===== config.mk =====
export PLATFORM = sky130hd
export DESIGN_NAME = pipe_ctrl
export DESIGN_NICKNAME = d
export VERILOG_FILES = /design/src/rtl/pipe_ctrl_pkg.sv /design/src/rtl/pipe_ctrl_scoreboard.sv /design/src/rtl/pipe_ctrl.sv
export SDC_FILE = /design/constraint.sdc
export NUM_CORES = 1
export LEC_CHECK = 0
export BUFFER_PORTS_ARGS = -buffer_cell sky130_fd_sc_hd__clkbuf_2
export CAP_MARGIN = 20
export CORE_MARGIN = 1.5
export CORE_UTILIZATION = 56
export CTS_BUF_LIST = sky130_fd_sc_hd__clkbuf_4 sky130_fd_sc_hd__clkbuf_8 sky130_fd_sc_hd__clkbuf_16
export CTS_CLUSTER_SIZE = 10
export DETAILED_ROUTE_END_ITERATION = 10
export PLACE_DENSITY = 0.89
export SYNTH_ARGS = -nofsm -noshare
export SYNTH_HDL_FRONTEND = slang
export SYNTH_SLANG_ARGS = --single-unit

===== constraint.sdc =====
create_clock -name clk -period 2.7 [get_ports clk]
set_input_delay 0.405 -clock clk [delete_from_list [all_inputs] [get_ports clk]]
set_output_delay 0.405 -clock clk [all_outputs]
set_load 0.005 [all_outputs]

===== src/rtl/pipe_ctrl_pkg.sv =====
// ---------------------------------------------------------------------------
// pipe_ctrl_pkg
// Shared constants for the 5-stage pipeline controller.
//   NREG   : number of GPRs; register 0 is hard-wired and never tracked
//   CNT_W  : scoreboard counter width; at most 3 writes are in flight
//            (one each in EXE, MEM and WB), so 2 bits are sufficient
//   REG_W  : width of a GPR number
//   ST_*   : stage indices into the per-stage valid vector
// ---------------------------------------------------------------------------
package pipe_ctrl_pkg;

    localparam int NREG   = 32;
    localparam int CNT_W  = 2;
    localparam int REG_W  = 5;
    localparam int NSTAGE = 5;

    localparam int ST_IF  = 0;
    localparam int ST_ID  = 1;
    localparam int ST_EXE = 2;
    localparam int ST_MEM = 3;
    localparam int ST_WB  = 4;

endpackage


===== src/rtl/pipe_ctrl_scoreboard.sv =====
// ---------------------------------------------------------------------------
// reg_scoreboard
// Per-GPR count of writes that have left decode but not yet committed at WB.
// A non-zero count means the register value in the register file is stale.
//
// Ports
//   clk, rst     clock / asynchronous active-high reset
//   clear_i      zero every counter (pipeline flush); wins over inc/dec
//   inc_i        a writer to inc_reg_i issues this cycle
//   inc_reg_i    destination of the issuing writer
//   dec_i        a writer to dec_reg_i commits this cycle
//   dec_reg_i    destination of the committing writer
//   rd0_reg_i    lookup port 0 register number
//   rd0_busy_o   rd0_reg_i has a write in flight (combinational)
//   rd1_reg_i    lookup port 1 register number
//   rd1_busy_o   rd1_reg_i has a write in flight (combinational)
// ---------------------------------------------------------------------------
module reg_scoreboard
    import pipe_ctrl_pkg::*;
#(
    parameter int N_REG = NREG,
    parameter int C_W   = CNT_W
) (
    input  logic             clk,
    input  logic             rst,
    input  logic             clear_i,
    input  logic             inc_i,
    input  logic [REG_W-1:0] inc_reg_i,
    input  logic             dec_i,
    input  logic [REG_W-1:0] dec_reg_i,
    input  logic [REG_W-1:0] rd0_reg_i,
    output logic             rd0_busy_o,
    input  logic [REG_W-1:0] rd1_reg_i,
    output logic             rd1_busy_o
);

    logic [C_W-1:0] cnt [N_REG];

    // Register 0 is never written, so it never has anything in flight.
    assign cnt[0] = '0;

    for (genvar gi = 1; gi < N_REG; gi++) begin : g_cnt
        logic           inc_hit;
        logic           dec_hit;
        logic [C_W-1:0] cnt_q;
        logic [C_W-1:0] cnt_d;

        assign inc_hit = inc_i && (inc_reg_i == REG_W'(gi));
        assign dec_hit = dec_i && (dec_reg_i == REG_W'(gi));

        // Simultaneous issue and commit on the same register cancel out.
        always_comb begin
            cnt_d = cnt_q;
            if (clear_i) begin
                cnt_d = '0;
            end else if (inc_hit && !dec_hit) begin
                cnt_d = cnt_q + C_W'(1);
            end else if (dec_hit && !inc_hit) begin
                cnt_d = cnt_q - C_W'(1);
            end
        end

        always_ff @(posedge clk or posedge rst) begin
            if (rst) begin
                cnt_q <= '0;
            end else begin
                cnt_q <= cnt_d;
            end
        end

        assign cnt[gi] = cnt_q;

        // The counter is deliberately not saturated: pipeline depth bounds it,
        // so reaching either end means the pipeline itself is broken.
        a_no_overflow: assert property (@(posedge clk) disable iff (rst)
            !(!clear_i && inc_hit && !dec_hit && (cnt_q == {C_W{1'b1}})));
        a_no_underflow: assert property (@(posedge clk) disable iff (rst)
            !(!clear_i && dec_hit && !inc_hit && (cnt_q == '0)));
    end

    assign rd0_busy_o = (cnt[rd0_reg_i] != '0);
    assign rd1_busy_o = (cnt[rd1_reg_i] != '0);

endmodule


===== src/rtl/pipe_ctrl.sv =====
// ---------------------------------------------------------------------------
// pipe_ctrl
// Central sequencer of the IF/ID/EXE/MEM/WB pipeline. Owns the stage valid
// bits, the allow_in back-pressure chain, the bus-register load enables, the
// RAW scoreboard feeding decode, and the WB-level exception/ERET flush.
//
// Ports
//   clk, rst                   clock / asynchronous active-high reset
//   IF_over..WB_over           stage finished its instruction this cycle
//   exc_flush                  WB commits SYSCALL/ERET; squashes ID..WB
//   id_rs, id_rt               decode source register numbers
//   id_rs_used, id_rt_used     decode actually reads that source
//   id_wen, id_wdest           decode instruction writes a GPR / which one
//   wb_wen, wb_wdest           WB instruction writes a GPR / which one
//   IF_valid..WB_valid         stage holds a live instruction
//   IF_ID_en..MEM_WB_en        load the corresponding inter-stage bus register
//   rs_wait, rt_wait           decode source has a write in flight
//   perf_stall                 cycles decode held a live, unfinished instruction
//   perf_retire                instructions completed at WB
//   perf_flush                 flush events
//
// Build option: define PIPE_PERF_EN to implement the three 32-bit wrapping
// perf counters (cleared only by rst). Without it the perf_* outputs are 0.
// ---------------------------------------------------------------------------
module pipe_ctrl
    import pipe_ctrl_pkg::*;
(
    input  logic             clk,
    input  logic             rst,
    input  logic             IF_over,
    input  logic             ID_over,
    input  logic             EXE_over,
    input  logic             MEM_over,
    input  logic             WB_over,
    input  logic             exc_flush,
    input  logic [REG_W-1:0] id_rs,
    input  logic [REG_W-1:0] id_rt,
    input  logic             id_rs_used,
    input  logic             id_rt_used,
    input  logic             id_wen,
    input  logic [REG_W-1:0] id_wdest,
    input  logic             wb_wen,
    input  logic [REG_W-1:0] wb_wdest,
    output logic             IF_valid,
    output logic             ID_valid,
    output logic             EXE_valid,
    output logic             MEM_valid,
    output logic             WB_valid,
    output logic             IF_ID_en,
    output logic             ID_EXE_en,
    output logic             EXE_MEM_en,
    output logic             MEM_WB_en,
    output logic             rs_wait,
    output logic             rt_wait,
    output logic [31:0]      perf_stall,
    output logic [31:0]      perf_retire,
    output logic [31:0]      perf_flush
);

    logic [NSTAGE-1:0] valid_q;
    logic [NSTAGE-1:0] valid_d;

    logic id_allow_in;
    logic exe_allow_in;
    logic mem_allow_in;
    logic wb_allow_in;

    logic sb_inc;
    logic sb_dec;
    logic rs_busy;
    logic rt_busy;
    logic wb_done;

    assign IF_valid  = valid_q[ST_IF];
    assign ID_valid  = valid_q[ST_ID];
    assign EXE_valid = valid_q[ST_EXE];
    assign MEM_valid = valid_q[ST_MEM];
    assign WB_valid  = valid_q[ST_WB];

    // A stage can accept a new instruction when it is empty, or when its
    // current instruction is leaving this very cycle. The chain is evaluated
    // from WB backwards so a stall anywhere freezes everything before it.
    assign wb_allow_in  = ~valid_q[ST_WB]  | WB_over;
    assign mem_allow_in = ~valid_q[ST_MEM] | (MEM_over & wb_allow_in);
    assign exe_allow_in = ~valid_q[ST_EXE] | (EXE_over & mem_allow_in);
    assign id_allow_in  = ~valid_q[ST_ID]  | (ID_over  & exe_allow_in);

    assign IF_ID_en   = valid_q[ST_IF]  & IF_over  & id_allow_in  & ~exc_flush;
    assign ID_EXE_en  = valid_q[ST_ID]  & ID_over  & exe_allow_in & ~exc_flush;
    assign EXE_MEM_en = valid_q[ST_EXE] & EXE_over & mem_allow_in & ~exc_flush;
    assign MEM_WB_en  = valid_q[ST_MEM] & MEM_over & wb_allow_in  & ~exc_flush;

    assign wb_done = valid_q[ST_WB] & WB_over;

    // IF always has a fetch in progress once out of reset; a flush squashes
    // everything downstream and redirects IF without invalidating it.
    always_comb begin
        valid_d        = valid_q;
        valid_d[ST_IF] = 1'b1;
        if (exc_flush) begin
            valid_d[ST_WB:ST_ID] = '0;
        end else begin
            if (id_allow_in)  valid_d[ST_ID]  = IF_ID_en;
            if (exe_allow_in) valid_d[ST_EXE] = ID_EXE_en;
            if (mem_allow_in) valid_d[ST_MEM] = EXE_MEM_en;
            if (wb_allow_in)  valid_d[ST_WB]  = MEM_WB_en;
        end
    end

    always_ff @(posedge clk or posedge rst) begin
        if (rst) begin
            valid_q <= '0;
        end else begin
            valid_q <= valid_d;
        end
    end

    // A write is in flight from the edge it leaves decode until the edge it
    // commits at WB; the consumer may read the register file the cycle after.
    assign sb_inc = ID_EXE_en & id_wen & (id_wdest != '0);
    assign sb_dec = wb_done & wb_wen & (wb_wdest != '0);

    reg_scoreboard #(
        .N_REG (NREG),
        .C_W   (CNT_W)
    ) u_scoreboard (
        .clk        (clk),
        .rst        (rst),
        .clear_i    (exc_flush),
        .inc_i      (sb_inc),
        .inc_reg_i  (id_wdest),
        .dec_i      (sb_dec),
        .dec_reg_i  (wb_wdest),
        .rd0_reg_i  (id_rs),
        .rd0_busy_o (rs_busy),
        .rd1_reg_i  (id_rt),
        .rd1_busy_o (rt_busy)
    );

    // Register 0 is never busy in the scoreboard, so no explicit $0 test.
    assign rs_wait = id_rs_used & rs_busy;
    assign rt_wait = id_rt_used & rt_busy;

    a_flush_at_commit: assert property (@(posedge clk) disable iff (rst)
        exc_flush |-> (valid_q[ST_WB] && WB_over));

`ifdef PIPE_PERF_EN
    logic [31:0] perf_stall_q;
    logic [31:0] perf_stall_d;
    logic [31:0] perf_retire_q;
    logic [31:0] perf_retire_d;
    logic [31:0] perf_flush_q;
    logic [31:0] perf_flush_d;

    always_comb begin
        perf_stall_d  = perf_stall_q  + {31'd0, (valid_q[ST_ID] & ~ID_over)};
        perf_retire_d = perf_retire_q + {31'd0, wb_done};
        perf_flush_d  = perf_flush_q  + {31'd0, exc_flush};
    end

    always_ff @(posedge clk or posedge rst) begin
        if (rst) begin
            perf_stall_q  <= '0;
            perf_retire_q <= '0;
            perf_flush_q  <= '0;
        end else begin
            perf_stall_q  <= perf_stall_d;
            perf_retire_q <= perf_retire_d;
            perf_flush_q  <= perf_flush_d;
        end
    end

    assign perf_stall  = perf_stall_q;
    assign perf_retire = perf_retire_q;
    assign perf_flush  = perf_flush_q;
`else
    assign perf_stall  = 32'd0;
    assign perf_retire = 32'd0;
    assign perf_flush  = 32'd0;
`endif

endmodule


; ---- Word level (Yosys, flattened, before mapping)
; Cells that the tools add are included.
[totals]
elab_cells = 524
out_inout_bits = 107
ram_bits = 0
romBits = 0
n_memories = 0
input_bits = 32
latchBits = 0
regBits = 67
[classes]
n_addsub = 62
reduce_logical = 225
div = 0
order_cmp = 2
n_bitwise = 33
shift = 0
eq_ne = 62
muxes = 104
multipliers = 0
[op_table]
columns = operator, n
row1 = 2-to-1 mux 2 bit, 97
row2 = "== test 5 bit, second input constant", 32
row3 = logical AND 1 bit, 124
row4 = nonzero test 3 bit, 31
row5 = "== test 5 x 4 -> 1 bit, second input constant", 16
row6 = "adder 2 x 1 -> 2 bit, second input constant", 31
row7 = zero test 1 bit, 62
row8 = "subtractor 2 x 1 -> 2 bit, second input constant", 31
row9 = "== test 5 x 3 -> 1 bit, second input constant", 8
row10 = bitwise AND 1 bit, 22
row11 = binary-select mux 2 bit (select 5 bit), 2
row12 = "== test 5 x 2 -> 1 bit, second input constant", 4
row13 = "greater-or-equal comparator 6 bit, second input constant", 2
row14 = NOT 5 -> 6 bit, 2
row15 = nonzero test 2 bit, 6
row16 = "== test 5 x 1 -> 1 bit, second input constant", 2
row17 = nonzero test 5 bit, 2
row18 = NOT 1 bit, 5
row19 = 2-to-1 mux 1 bit, 4
row20 = 2-to-1 mux 4 bit, 1
row21 = OR 1 bit, 4

; ---- Depth between registers and ports, before layout
; Gate-level depths: netlist (run 1).
[logic_depth]
ltp_word = 16
mapped_depth = 7
ltp_nobuf = 5

; ---- Cells and area by module
; A second synthesis (run 1) with hierarchy kept.
[hier_totals]
cells_unflattened = 631
area_unflattened_um2 = 5552.8
[modules_own_cells]
columns = module, n_inst, cells_each, seq_area_each_um2, area_each_um2
row1 = reg_scoreboard, 1, 491, 1551.5, 4480.5
row2 = pipe_ctrl, 1, 140, 125.1, 1072.3

; ---- Least setup slack after synthesis (run 1)
; Ideal clock, no wire load.
[synth_timing]
path_type = input to output
from = in id_rt[0]
to = out rt_wait
stages = 6
slack_ps = 567
n_path_buf = 1
required_ps = 2295
t_arrival_ps = 1728
path_cell_list = buf_2 or4b_2 a31oi_1 a311oi_1 a211oi_1 o21ai_0
[synth_between]
elab_chain_cells = 6
[synth_rtl]
columns = element, line
row1 = start: declaration, pipe_ctrl.sv:37  ; input logic [REG_W-1:0] id_rt,
row2 = NOT 5 -> 6 bit (not written as such), pipe_ctrl_scoreboard.sv:82  ; assign rd1_busy_o = (cnt[rd1_reg_i] != '0);
row3 = binary-select mux 2 bit (select 5 bit), pipe_ctrl_scoreboard.sv:82
row4 = 2-to-1 mux 2 bit (not written as such) (2 in a row), pipe_ctrl_scoreboard.sv:82
row5 = nonzero test 2 bit, pipe_ctrl_scoreboard.sv:82
row6 = bitwise AND 1 bit, pipe_ctrl.sv:142  ; assign rt_wait = id_rt_used & rt_busy;
row7 = end: declaration, pipe_ctrl.sv:54  ; output logic rt_wait,
; No other way between the ends. The select of a mux whose other input is x is not followed.

; ---- Final worst setup path (run 1)
[layout_timing]
from = reg u_scoreboard.g_cnt[21].cnt_q[0]
to = out rt_wait
[layout_between]
elab_chain_cells = 5
[layout_rtl]
columns = element, line
row1 = start: declaration, pipe_ctrl_scoreboard.sv:45  ; logic [C_W-1:0] cnt_q;
row2 = start signal: assignment, pipe_ctrl_scoreboard.sv:67  ; cnt_q <= cnt_d;
row3 = binary-select mux 2 bit (select 5 bit), pipe_ctrl_scoreboard.sv:82
row4 = 2-to-1 mux 2 bit (not written as such) (2 in a row), pipe_ctrl_scoreboard.sv:82
row5 = nonzero test 2 bit, pipe_ctrl_scoreboard.sv:82
row6 = bitwise AND 1 bit, pipe_ctrl.sv:142
; No other way between the ends. The select of a mux whose other input is x is not followed.

==> parameters.txt, run 1 <==
Parameter                              Value

Status
  Status ... complete, no violations

STA
  Ratio of final minimum period to clock period ... 95.5%
  Min Clock Period, post-route ... 2.58 ns
  Relative slew slack ... 62.1%
  Setup TNS after final layout ... 0 ns
  Fin. max-slew vios ... 0
  Transition time at the pin with the least slew margin ... 0.564 ns
  Layout Skew ... 0.00849 ns
  Maximum clock frequency ... 388 MHz
  RSZ-0062 raised after global routing ... no
  Number of failing hold endpoints at the final stage ... 0
  Setup Viol. Count Final ... 0

Clocking
  Number of hold-repair buffers added at the cts stage ... 0
  H-Tree Depth ... 3
  CTS Buffer Depth ... 2
  Clock insertion delay at the later pin of the skew report ... 0.35 ns
  Clock tree root buffer cell ... clkbuf_8
  Clock tree from TritonCTS ... built
  Setup fix buffers added after clock tree synthesis ... 0
  # clock sinks ... 67
  CTS-repair resized insts ... 0
  Cts bufs inserted ... 9
  Clock transition at the register clock pins on the worst setup and hold paths after CTS ... 0.08 ns

Placement
  Port buffer count ... 42
  HPWL after DPL ... 10600 um
  Placed cell area ... 0.00607 mm^2
  Final weighted congestion in routability-driven placement ... 0.955

Synth
  Post-synthesis instance total ... 702
  Top cell type's share of synthesized area ... 27.7%
  Flip-flop cell with the highest count after synthesis ... dfrtp_1
  Total standard cell area after synthesis ... 0.00605 mm^2
  Synth top area cells ... dfrtp_1, buf_4, nor2_1, nor2b_1, xnor2_1
  Post-Syn Area per Cell ... 8.62 um^2
  Share of synthesized flip-flops with an asynchronous set or reset ... 100%
  Share of the yosys chip area belonging to registers ... 27.7%
  Flop and latch count out of synthesis ... 67
  Post-synth EDFFs ... 0
  Count of different cell masters after synthesis ... 65
  Post-synthesis cell type with the largest combined area ... dfrtp_1
  Yosys warning total ... 0

Setup path
  CP max FO ... 5
  WP data arrival ... 2.17 ns
  CP required ... 2.30 ns
  Kind of start point of the critical path ... register
  Setup Crit Path Kind ... register to output port
  Crit end category ... output port

Drt
  Vias ... 5081
  Vias per inst ... 5.78
  Avg WL per Cell ... 16.2 um
  Detailed-route wire length ... 14300 um
  DRC marker count from the first detailed-route iteration ... 414
  Number of detailed-routing iterations run before antenna repair ... 5
  DRC ... 0
  Final ANT Viol Nets ... 0

Final layout
  Leading cell types in the layout, fill and taps excluded ... nor2_1, conb_1, dfrtp_1
  Total of fill cells in the finished design ... 901
  Area of all sequential standard cells ... 0.00168 mm^2
  Area occupied by multi-input gates ... 0.00383 mm^2
  Final core utilization ... 60.2%
  Number of nets in the layout ... 770
  Final instance area ... 0.00627 mm^2
  Antenna Cells ... 0
  Synth-to-layout area growth ... 3.56%
  Most common cell after layout, fill and taps aside ... nor2_1
  Layout cells sized above 1 ... 17.9%

Worst hold path
  Worst hold path class ... input port to async pin

Global routing
  Remaining Overflow, GRT ... 0
  Global-route wire length before repair ... 22500 um
  Number of global-route vias before repair ... 4538
  Met2 Usage GRT ... 39.9%
  Antenna violations before repair ... 0
  Largest net degree at the start of global routing ... 56
  GRT busiest layer ... met2
  Gr usage total ... 25.3%
  Met3 demand-to-capacity share in global routing ... 6.08%
  Met1 track demand over resource ... 32.9%

Floorplan
  DIE HEIGHT ... 107 um
  Placeable Area ... 0.0104 mm^2
  Horizontal extent of the die ... 107 um
  Floorplan row count ... 37
  Total Die Area ... 0.0114 mm^2
  Starting density of the core ... 58.1%
  Top-level port count ... 139

Pwr
  Leakage component of the power ... 2.87 nW
  Worst voltage drop across the vdd grid ... 0.209 mV
  Power density of the placed cells ... 346 mW/mm^2

Run
  Max capacitance violation total ... 0
==> layer usage <==
layer	vias to the layer above	part of all wire, %	routed length, um
li1	2318	-	-
met1	2418	39	5630
met2	299	47	6750
met3	44	9.5	1360
met4	2	3.6	508
met5	-	0.13	19
==> stage by stage <==
stage               cells  hold WS [ns]  power, mW  setup slack (ns)
floorplan             797         0.516       1.31             0.567
global placement      863         0.514       1.29             0.381
detailed placement    863         0.517       1.30             0.370
CTS                   879         0.139       2.17             0.128
global route          879         0.165       2.25            0.0193
finish                879         0.122       2.17             0.120
==> area by class of cell <==
type | instances | share of cell area, %
clock buffers | 14 | 2.67
clock inverters | 2 | 0.559
inverters | 9 | 0.539
multi-input cells | 590 | 61.1
flip-flops and latches | 67 | 26.7
well taps | 136 | 2.71
repair buffers | 61 | 5.63
==> Yosys cell counts, types with 9 or more instances <==
cell      number
nor3_1        34
nor2_1       101
xnor2_1       40
nor4_1        26
dfrtp_1       67
mux2i_1       29
buf_4         96
a211oi_1       9
xor2_1        16
mux2_2        27
clkbuf_1      25
inv_1          9
a21oi_1       12
nor2b_1       56
nand2b_1      16
nand2_1       20
mux4_2         9
nand4_1       16
==> state kept, by name, indices dropped and copies added (netlist names) <==
| name | cells |
|---|---|
| u_scoreboard.g_cnt.cnt_q | 62 |
| valid_q | 5 |
==> worst paths after layout <==
path	start	endpoint	slack, ns	cells after the start
min in group clk	IF_over	valid_q[1]	0.34	3
max reg2reg	valid_q[4]	u_scoreboard.g_cnt[13].cnt_q[1]	0.49	6
min	rst	valid_q[3]	0.12	3
max in group asynchronous	rst	u_scoreboard.g_cnt[2].cnt_q[1]	2.22	3
max	u_scoreboard.g_cnt[21].cnt_q[0]	rt_wait	0.12	6
min reg2reg	u_scoreboard.g_cnt[9].cnt_q[1]	u_scoreboard.g_cnt[9].cnt_q[1]	0.59	2
==> cell families after synthesis <==
group / after synthesis / synth area share (%)
other: 2 / 0.124
buffers and inverters: 140 / 14.9
XOR/XNOR: 56 / 8.10
AO/OA/AOI/OAI: 48 / 5.68
multiplexers: 68 / 13.7
AND/OR/NAND/NOR: 321 / 29.8
flip-flops: 67 / 27.7
==> worst max-delay path, stage by stage (launching register included) <==
cell,delay [ns]
dfrtp_1,0.44
or4b_2,0.68
a31oi_1,0.18
a311oi_1,0.07
a211oi_1,0.22
o21ai_0,0.12
clkbuf_2,0.12
==> report_power, final <==
group / switching (mW) / internal (mW) / total (mW) / leakage, nW
Combinational: 0.196 / 0.0784 / 0.274 / 1.83
Sequential: 0.00356 / 1.01 / 1.01 / 0.933
Clock: 0.393 / 0.493 / 0.886 / 0.108
Total: 0.592 / 1.58 / 2.17 / 2.87
Power figures use the tool's default switching activity.
==> run 2: changes to the inputs <==
- CORE_UTILIZATION: 56 -> 50
- PLACE_DENSITY: 0.89 -> 0.82
- REMOVE_ABC_BUFFERS: unset -> 1
==> run 2 against run 1 <==
  * Non-clock buffer count down 1
  * Maximum frequency up 1.6%
  * Routed wire length up 5.7%
  * Clock power up 47%
  * Sequential cell count unchanged
  * Core utilization down 6.2 points
  * Hold slack worse by 0.095 ns
  * Sequential power about the same
  * Critical endpoint unchanged
  * Largest cell class unchanged
  * Highest routed layer is now met4
==> parameters.txt, run 2 (synthesis results as in run 1) <==
Parameter                              Value

Drt
  DRC marker count from the first detailed-route iteration ... 484
  Detailed-route wire length ... 15100 um
  Final ANT Viol Nets ... 0
  Vias per inst ... 5.79
  DRC ... 0
  Avg WL per Cell ... 16.9 um
  Vias ... 5156
  Number of detailed-routing iterations run before antenna repair ... 5

Run
  Max capacitance violation total ... 0

Final layout
  Registers with the most flip-flops ... u_scoreboard.g_cnt.cnt_q: 62 flops, valid_q: 5 flops
  Final instance area ... 0.00642 mm^2
  Final instance count without filler cells ... 890
  Synth-to-layout area growth ... 6.14%
  Most common cell after layout, fill and taps aside ... nor2_1
  Flip-flop count of the largest register, all copies and words added ... 62
  Number of nets in the layout ... 769
  Total of fill cells in the finished design ... 1085
  Leading cell types in the layout, fill and taps excluded ... nor2_1, conb_1, dfrtp_1
  Most flop-heavy register ... u_scoreboard.g_cnt.cnt_q
  Layout cells sized above 1 ... 17.8%
  Final core utilization ... 53.9%

Floorplan
  Top-level port count ... 139
  DIE HEIGHT ... 113 um
  Starting density of the core ... 50.8%
  Horizontal extent of the die ... 113 um
  Floorplan row count ... 40
  Placeable Area ... 0.0119 mm^2
  Total Die Area ... 0.0128 mm^2

STA
  Transition time at the pin with the least slew margin ... 0.772 ns
  Fin. max-slew vios ... 0
  Maximum clock frequency ... 394 MHz
  Min Clock Period, post-route ... 2.54 ns
  PnR worst setup slack ... 0.162 ns
  Setup TNS after final layout ... 0 ns
  Ratio of final minimum period to clock period ... 94.0%
  Setup Viol. Count Final ... 0
  Layout Skew ... 0.00545 ns
  RSZ-0062 raised after global routing ... no
  Relative slew slack ... 48.5%
  Number of failing hold endpoints at the final stage ... 0

Setup path
  CP max FO ... 5
  Launching point of the worst reg2reg path ... valid_q[4]
  Reg-to-reg endpoint ... u_scoreboard.g_cnt[3].cnt_q[1]
  Length in cells of the worst reg-to-reg path ... 5
  Setup slack, reg-to-reg ... 0.44 ns
  WP data arrival ... 2.13 ns
  Kind of start point of the critical path ... register
  Crit end category ... output port
  Setup Crit Path Kind ... register to output port
  CP required ... 2.30 ns

Clocking
  Clock tree root buffer cell ... clkbuf_16
  Cts bufs inserted ... 9
  H-Tree Depth ... 3
  CTS Buffer Depth ... 2
  Clock transition at the register clock pins on the worst setup and hold paths after CTS ... 0.06 ns
  Setup fix buffers added after clock tree synthesis ... 0
  Clock insertion delay at the later pin of the skew report ... 0.33 ns
  Clock tree from TritonCTS ... built
  # clock sinks ... 67

Placement
  Total instance count after detailed placement ... 873
  Placed cell area ... 0.00610 mm^2
  Final weighted congestion in routability-driven placement ... 0.916
  Port buffer count ... 42
  HPWL after DPL ... 10800 um
  Pre-CTS setup slack ... 0.262 ns

Worst hold path
  Worst hold path class ... input port to async pin

Global routing
  Gr usage total ... 24.1%
  Number of global-route vias before repair ... 4814
  Global-route wire length before repair ... 24400 um
  Antenna violations before repair ... 1
  Largest net degree at the start of global routing ... 78
  Remaining Overflow, GRT ... 0

Pwr
  Leakage component of the power ... 2.93 nW
  Worst voltage drop across the vdd grid ... 0.291 mV
  Power density of the placed cells ... 404 mW/mm^2

Status
  Status ... complete, no violations
[run 2: cell types whose count changed in the layout (fill, tap and decap cells not counted), moves of 2 or more]
cell | before | now
buf_12 | 0 | 2
clkbuf_8 | 10 | 0
clkbuf_16 | 0 | 9
buf_4 | 19 | 16
inv_6 | 0 | 2
clkbuf_4 | 4 | 0
clkinv_4 | 0 | 2
[run 2: where the power goes]
group | switching [mW] | leakage, nW | internal [mW]
sequential | 0.00327 | 0.933 | 1.01
clock | 0.484 | 0.160 | 0.817
combinational | 0.202 | 1.84 | 0.0814
[run 2: stage by stage]
stage / hold slack [ns] / power (mW)
finish: 0.0270 / 2.59
global route: 0.0605 / 2.69
CTS: 0.0406 / 2.59
detailed placement: 0.393 / 1.30
global placement: 0.391 / 1.30
floorplan: 0.468 / 1.17
[run 2: metal layers]
metal / wire, um / up-vias / GRT usage (%) / part of all wire [%]
met2: 7060 / 316 / 37.7 / 47
li1: - / 2325 / - / -
met4: 582 / 0 / 12.0 / 3.9
met3: 1520 / 50 / 5.46 / 10
met1: 5920 / 2465 / 31.5 / 39
met5: 0 / - / 0 / 0
[run 2: worst max-delay path: stages, from the launching register on]
cell	delay, ns
dfrtp_1	0.45
or4b_2	0.68
a31oi_1	0.18
a311oi_1	0.07
a211oi_1	0.17
o21ai_1	0.13
clkbuf_2	0.13
[run 2: worst max-delay path by stage]
stage,endpoint,startpoint,slack (ns),cells after the start
after floorplan,u_scoreboard.g_cnt[13].cnt_q[1],valid_q[4],0.32,5
after global placement,rt_wait,id_rt[0],0.24,7
after detailed placement,rt_wait,id_rt[0],0.26,7
after CTS,rt_wait,u_scoreboard.g_cnt[21].cnt_q[0],0.06,6
after global routing,rt_wait,u_scoreboard.g_cnt[21].cnt_q[0],0.007,6
final,rt_wait,u_scoreboard.g_cnt[21].cnt_q[0],0.16,6
[run 2: layout make-up]
| type | count | area [um^2] | share of cell area (%) |
|---|---|---|---|
| clock inverters | 7 | 100 | 1.56 |
| repair buffers | 60 | 370 | 5.76 |
| inverters | 9 | 33.8 | 0.526 |
| multi-input cells | 590 | 3830 | 59.6 |
| well taps | 147 | 184 | 2.86 |
| flip-flops and latches | 67 | 1680 | 26.1 |
| clock buffers | 9 | 225 | 3.51 |
| diodes | 1 | 2.50 | 0.0389 |
[run 2: timing repair]
item | CTS | global route
setup endpoints to repair | 0 | 1
hold buffers | 0 | 0
gates resized for setup | 0 | 1
